[src/rtl/bullet_pool.sv]
// bullet_pool: fixed-point bullet slots for one tank, with fire cooldown,
// lowest-free-slot allocation, wall bounce, finite lifetime and kill-on-hit.
module bullet_pool #(
    parameter int NUM_BULLETS     = 3,
    parameter int POS_W           = 10,
    parameter int FRAC_W          = 6,
    parameter int SPEED           = 2,
    parameter int LIFE_FRAMES     = 240,
    parameter int COOLDOWN_FRAMES = 15,
    parameter int BULLET_SIZE     = 4
) (
    input  logic                         frame_clk,
    input  logic                         Reset,
    input  logic                         fire,
    input  logic [POS_W-1:0]             tankX,
    input  logic [POS_W-1:0]             tankY,
    input  logic [7:0]                   sin,
    input  logic [7:0]                   cos,
    input  logic [NUM_BULLETS-1:0]       wall_hit_x,
    input  logic [NUM_BULLETS-1:0]       wall_hit_y,
    input  logic [NUM_BULLETS-1:0]       kill,
    output logic [NUM_BULLETS-1:0]       active,
    output logic [NUM_BULLETS*POS_W-1:0] bullet_x,
    output logic [NUM_BULLETS*POS_W-1:0] bullet_y,
    output logic [POS_W-1:0]             bullet_size,
    output logic                         fire_accepted,
    output logic                         pool_full
);
    localparam int VW = POS_W + FRAC_W;
    localparam int LW = $clog2(LIFE_FRAMES + 1);
    localparam int CW = COOLDOWN_FRAMES > 0 ? $clog2(COOLDOWN_FRAMES + 1) : 1;
    localparam int SW = NUM_BULLETS > 1 ? $clog2(NUM_BULLETS) : 1;

    logic [NUM_BULLETS-1:0] active_q, active_d;
    logic [VW-1:0]          px_q [NUM_BULLETS];
    logic [VW-1:0]          px_d [NUM_BULLETS];
    logic [VW-1:0]          py_q [NUM_BULLETS];
    logic [VW-1:0]          py_d [NUM_BULLETS];
    logic [VW-1:0]          vx_q [NUM_BULLETS];
    logic [VW-1:0]          vx_d [NUM_BULLETS];
    logic [VW-1:0]          vy_q [NUM_BULLETS];
    logic [VW-1:0]          vy_d [NUM_BULLETS];
    logic [LW-1:0]          life_q [NUM_BULLETS];
    logic [LW-1:0]          life_d [NUM_BULLETS];
    logic [CW-1:0]          cool_q, cool_d;
    logic                   fire_prev_q, fire_acc_q;
    logic                   launch;
    logic [SW-1:0]          slot;
    logic [VW-1:0]          vx_launch, vy_launch;

    // Allocation looks only at the pre-edge state, so a slot retired this frame stays unavailable.
    always_comb begin
        slot = '0;
        for (int i = NUM_BULLETS - 1; i >= 0; i--)
            if (!active_q[i]) slot = SW'(i);
        launch    = fire & ~fire_prev_q & (cool_q == '0) & ~&active_q;
        vx_launch = {{(VW-8){cos[7]}}, cos} * VW'(SPEED);
        vy_launch = {{(VW-8){sin[7]}}, sin} * VW'(SPEED);
        cool_d    = launch ? CW'(COOLDOWN_FRAMES) : (cool_q != '0 ? cool_q - 1'b1 : cool_q);
    end

    // Kill beats expiry beats motion; position uses the already-reflected velocity.
    always_comb begin
        active_d = active_q;
        for (int i = 0; i < NUM_BULLETS; i++) begin
            px_d[i]   = px_q[i];
            py_d[i]   = py_q[i];
            vx_d[i]   = vx_q[i];
            vy_d[i]   = vy_q[i];
            life_d[i] = life_q[i];
            if (active_q[i]) begin
                if (kill[i] || life_q[i] == LW'(1)) begin
                    active_d[i] = 1'b0;
                end else begin
                    life_d[i] = life_q[i] - 1'b1;
                    vx_d[i]   = wall_hit_x[i] ? -vx_q[i] : vx_q[i];
                    vy_d[i]   = wall_hit_y[i] ? -vy_q[i] : vy_q[i];
                    px_d[i]   = px_q[i] + vx_d[i];
                    py_d[i]   = py_q[i] + vy_d[i];
                end
            end else if (launch && slot == SW'(i)) begin
                active_d[i] = 1'b1;
                px_d[i]     = {tankX, {FRAC_W{1'b0}}};
                py_d[i]     = {tankY, {FRAC_W{1'b0}}};
                vx_d[i]     = vx_launch;
                vy_d[i]     = vy_launch;
                life_d[i]   = LW'(LIFE_FRAMES);
            end
        end
    end

    always_ff @(posedge frame_clk or posedge Reset) begin
        if (Reset) begin
            active_q    <= '0;
            cool_q      <= '0;
            fire_prev_q <= 1'b0;
            fire_acc_q  <= 1'b0;
            for (int i = 0; i < NUM_BULLETS; i++) begin
                px_q[i]   <= '0;
                py_q[i]   <= '0;
                vx_q[i]   <= '0;
                vy_q[i]   <= '0;
                life_q[i] <= '0;
            end
        end else begin
            active_q    <= active_d;
            cool_q      <= cool_d;
            fire_prev_q <= fire;
            fire_acc_q  <= launch;
            for (int i = 0; i < NUM_BULLETS; i++) begin
                px_q[i]   <= px_d[i];
                py_q[i]   <= py_d[i];
                vx_q[i]   <= vx_d[i];
                vy_q[i]   <= vy_d[i];
                life_q[i] <= life_d[i];
            end
        end
    end

    always_comb begin
        bullet_x = '0;
        bullet_y = '0;
        for (int i = 0; i < NUM_BULLETS; i++) begin
            bullet_x[i*POS_W +: POS_W] = active_q[i] ? px_q[i][VW-1:FRAC_W] : '0;
            bullet_y[i*POS_W +: POS_W] = active_q[i] ? py_q[i][VW-1:FRAC_W] : '0;
        end
    end

    assign active        = active_q;
    assign fire_accepted = fire_acc_q;
    assign pool_full     = &active_q;
    assign bullet_size   = POS_W'(BULLET_SIZE);
endmodule
[config.mk]
export PLATFORM = sky130hd
export DESIGN_NAME = bullet_pool
export DESIGN_NICKNAME = d
export VERILOG_FILES = /design/src/rtl/bullet_pool.sv
export SDC_FILE = /design/constraint.sdc
export NUM_CORES = 1
export LEC_CHECK = 0
export BUFFER_PORTS_ARGS = -buffer_cell sky130_fd_sc_hd__buf_2
export CAP_MARGIN = 0
export CORE_MARGIN = 1.5
export CORE_UTILIZATION = 26
export DETAILED_ROUTE_END_ITERATION = 8
export GPL_ROUTABILITY_DRIVEN = 0
export HOLD_SLACK_MARGIN = 0.06
export PLACE_DENSITY = 0.41
export SETUP_SLACK_MARGIN = 0.05
export SYNTH_ARGS = -nofsm -noshare
export SYNTH_HDL_FRONTEND = slang
export SYNTH_SLANG_ARGS = --single-unit
[constraint.sdc]
create_clock -name frame_clk -period 15.7 [get_ports frame_clk]
set_input_delay 0.785 -clock frame_clk [delete_from_list [all_inputs] [get_ports frame_clk]]
set_output_delay 0.785 -clock frame_clk [all_outputs]
set_load 0.005 [all_outputs]
Yosys cells after proc, flatten, opt, wreduce, memory -nomap -nowiden --
Cells that the tools add are included.
Cells by class: $add $sub $neg 16, eq/ne operators 8, multiplexer cells 71, bitwise logic cells 4, reductions and logical operators 18
Operators by type and width (count):
- two-way mux 16 bit | 42
- adder 16 bit | 6
- negation 16 bit | 6
- two-way mux 8 bit | 9
- two-way mux 10 bit | 6
- == test 8 x 1 -> 1 bit (second input constant) | 3
- subtractor 8 x 1 -> 8 bit (second input constant) | 3
- two-way mux 1 bit | 9
- two-way mux 4 bit | 2
- nonzero test 2 bit | 4
- two-way mux 2 bit | 3
- != test 2 bit (second input constant) | 3
- AND reduction 2 bit | 3
- logical NOT 4 bit | 1
- nonzero test 4 bit | 1
- subtractor 4 x 1 -> 4 bit (second input constant) | 1
- AND 1 bit | 3
- logical AND 1 bit | 3
- logical OR 1 bit | 3
- AND reduction 3 bit | 1
- == test 2 x 1 -> 1 bit (second input constant) | 1
- == test 2 bit (second input constant) | 1
- logical NOT 2 bit | 1
- logical NOT 1 bit | 1
- NOT 1 bit | 1
Storage, ports and cells: bits in registers 225, bits of input ports 48, word-level logic and storage cells 136

Logic depth before layout (Yosys ltp) --
word-level depth 7, gate-level depth with buffers 15, gate-level depth less buffers 15

Least setup slack after synthesis --
No wires, ideal clock.
path type register -> register, start point register vx_q[37] in the netlist's numbering, end point register px_q[47] in the netlist's numbering, library setup time 0.118 ns, data arrival time 3.338 ns, data required time 15.582 ns, setup slack 12.244 ns, stages on the path, launching flop included 13, path buffers 0, clock period less this slack 3.456 ns, cells stage by stage dfrtp_1 or4_4 or3_2 o31ai_1 xnor2_1 ha_1 a21oi_1 nor3b_1 nand3_1 a2111oi_0 nor3_1 a22o_1 a21o_1
Between the ends: cells in the longest elaborated chain, start to end 5
Ends and longest elaborated chain:
- start, declared | line 39 | logic [VW-1:0] vx_q [NUM_BULLETS];
- start signal, assigned by index | line 113 | vx_q[i] <= vx_d[i];
- negation 16 bit | line 76 | vx_d[i] = wall_hit_x[i] ? -vx_q[i] : vx_q[i];
- two-way mux 16 bit (*) | line 76
- adder 16 bit (*) | line 78 | px_d[i] = px_q[i] + vx_d[i];
- two-way mux 16 bit (*) | line 72 | if (kill[i] || life_q[i] == LW'(1)) begin
- two-way mux 16 bit (*) | line 71 | if (active_q[i]) begin
- end signal, assigned by index | line 111 | px_q[i] <= px_d[i];
- end, declared | line 35 | logic [VW-1:0] px_q [NUM_BULLETS];
Every way passes the cells marked *; elsewhere a longest branch is shown, timed or not. The select of a mux whose other input is x is not followed. A chain may end at the register's enable or synchronous reset.

Final worst setup path --
start point register vx_q[20] in the netlist's numbering, end point register px_q[31] in the netlist's numbering
The elaborated chain is that of the path after synthesis.

==> flow_metrics.tcl <==
set metrics [dict create \
    outcome "finished, final reports clean" \
    period_share_pct 24.7 \
    worstSetupPathType "register to register" \
    rr_endpoint "px_q[31]" \
    async_flop_share_pct 100 \
    netlist_instances 1715 \
    std_cell_rows 88 \
    route.detailed.drc 0 \
    drive_above_1_share_pct 11.6 \
    reg2reg_slack_ns 11.83 \
    slew_viol_final 0 \
    synth_top_area_share_pct 35.4 \
    power_density_mw_per_mm2 168 \
    r2r-start "vx_q[20]" \
    syn_avg_cell_area_um2 8.78 \
    fin_crit_ns 3.87 \
    ys_top_cells_by_area "dfrtp_1 35%, ha_1 10%, xnor2_1 6.5%" \
    wl_per_cell_um 19.2 \
    setup_viol 0 \
    cp.arrival_ns 4.35 \
    hpwl_um 35300 \
    cp_num_buf_inv 0 \
    ys_seq_area_share_pct 35.4 \
    netlist_area_mm2 0.0151 \
    die_x_um 244 \
    required_ns 16.18 \
    clock_latency_ns 0.57 \
    yosysTopAreaCell "dfrtp_1" \
    initial_core_util_pct 26.2 \
    layout.nets 1967 \
    cts_inserted_buffers 29 \
    max_slew_margin_pct 33.4 \
    synth_edf_count 0 \
    stdcell_area_mm2 0.0174 \
    ctsResizeCount 0 \
    ys_ff_latch 213 \
    grt_pass1_vias 13000 \
    place_area_mm2 0.0164 \
    end_kind "register" \
    grt.total_usage_pct 16.8 \
    gr-total-overflow 0 \
    reg2reg_depth 13 \
    leakage_nw 7.96 \
    peakVddDrop_v 0.0000936 \
    antenna_found_initial 1 \
    grt_pass1_wl_um 78400 \
    post-cts-setup-buffers 0 \
    die_area_mm2 0.0593 \
    finalSetupTns_ns 0 \
    cts_tree "built" \
    fin_worst_skew_ns 0.0343 \
    clock-sinks 213 \
    synthToLayoutAreaGrowth_pct 15.9 \
    tightest_slew_ns 0.986 \
    ys.flop_type "dfrtp_1" \
    clk_pin_slew_ns 0.06 \
    maxCapViolCount 0 \
    root_buffer "clkbuf_16" \
    dr.pass1.iters 5 \
    crit_path_start_kind "register" \
    drt_iter0_drc 819 \
    ys_warn_count 0 \
    dieHeight_um 244 \
    htreeDepth 1 \
    ioPinCount 123 \
    final_common_cell "dfrtp_1" \
    yosysUniqueCellTypes 74 \
    via_count 12900 \
    avgViaCountPerCell 5.01 \
    crit_slowest_cell "o41ai_1" \
    grt_max_degree 93 \
    p_total_mw 2.92 \
    ant_nets 0 \
    dp_slack_ns 11.81 \
    path_cells "nor3_1, nand3_1, or2_2, o41ai_1, nand2_1, xor2_1, ha_1, a21o_1, a21o_1, o31ai_1, a21oi_1, o211a_1, nor3_1" \
    core_region_area_mm2 0.0575 \
    max_freq_ghz 0.258 \
    critPathMaxStageDelay_ns 0.80 \
    path_max_fanout 6 \
    place.port_buffers 112 \
    hold_violations 0 \
    hold_class "primary input to async pin" \
    cts_buffer_depth 3 \
    setup_ws_ns 11.83 \
    routed_wl_um 49700 \
    critPathTopFamily "compound AO/OA/AOI/OAI gates" \
    rsz0062_at_grt "false" \
    ctsHoldBuffers 0 \
    final_cell_mix "212 x dfrtp_1, 206 x nand2_1, 145 x o21ai_0, 121 x ha_1" \
]
area by class of cell:
type                            instances  area [µm²]
Antenna cell                            1        2.50
Clock buffer                           41         861
Clock inverter                         11         158
Fill cell                            6081       40000
Inverter                               58         225
Multi-Input combinational cell       1367        9230
Sequential cell                       213        5330
Tap cell                              765         957
Timing Repair Buffer                  129         688
how the worst max path moves through the flow:
stage | startpoint | end | slack [ns] | cells past startpoint
5_1_grt | vx_q[20] | px_q[31] | 11.38 | 13
3_5_place_dp | vx_q[20] | px_q[31] | 11.81 | 13
2_1_floorplan | Reset | async pin | 9.09 | 1
6_report | vx_q[20] | px_q[31] | 11.83 | 13
3_3_place_gp | vx_q[20] | px_q[31] | 11.93 | 13
4_1_cts | vx_q[20] | px_q[31] | 11.80 | 13
cells in the mapped netlist, drive strengths merged (15+ instances only):
master	instances
a21oi	71
dfrtp	213
nor3	58
o31ai	36
nand3	46
o21ai	145
nand2	206
and2	68
nor2	97
xor2	43
inv	58
nand2b	15
a22oi	49
mux2i	21
or3	15
clkbuf	65
buf	20
a221o	28
xnor2	112
ha	121
a21o	19
metrics by stage:
stage	util (%)	hold WS (ns)	std cells
floorplan	-	0.445	1723
global placement	28.6	0.461	2532
detailed placement	28.6	0.469	2532
CTS	30.4	0.317	2584
global route	30.4	0.331	2584
finish	30.4	0.335	2585
cells by family (layout without fill, tap and decap cells):
kind of cell	count (synthesis)	after routing	share of synthesized area (%)
adder cells (fa/ha/maj)	121	121	10.1
AND/OR/NAND/NOR	588	588	19.0
buffers and inverters	143	239	3.86
flip-flops	213	213	35.4
AO/OA/AOI/OAI	469	469	20.9
XOR/XNOR	155	155	9.02
other	2	11	0.0499
multiplexers	24	24	1.62
state kept, by name (all words and copies together), names as in the netlist, named ones only:
signal / cells
px_q: 45
py_q: 45
vx_q: 42
vy_q: 42
life_q: 24
cool_q: 4
active: 3
fire_accepted: 1
fire_prev_q: 1
power by group:
group,total (mW),switching (mW),internal (mW)
clock,0.716,0.273,0.443
combinational,1.32,0.720,0.596
sequential,0.892,0.181,0.711
routing by layer:
| layer | up-vias | part of all wire [%] | global-route usage, % |
|---|---|---|---|
| met4 | 0 | 2.2 | 4.25 |
| met1 | 6330 | 47 | 22.6 |
| met5 | - | 0 | 0 |
| met3 | 55 | 3.6 | 2.21 |
| met2 | 208 | 47 | 28.5 |
| li1 | 6356 | - | - |
Power figures use the tool's default switching activity.
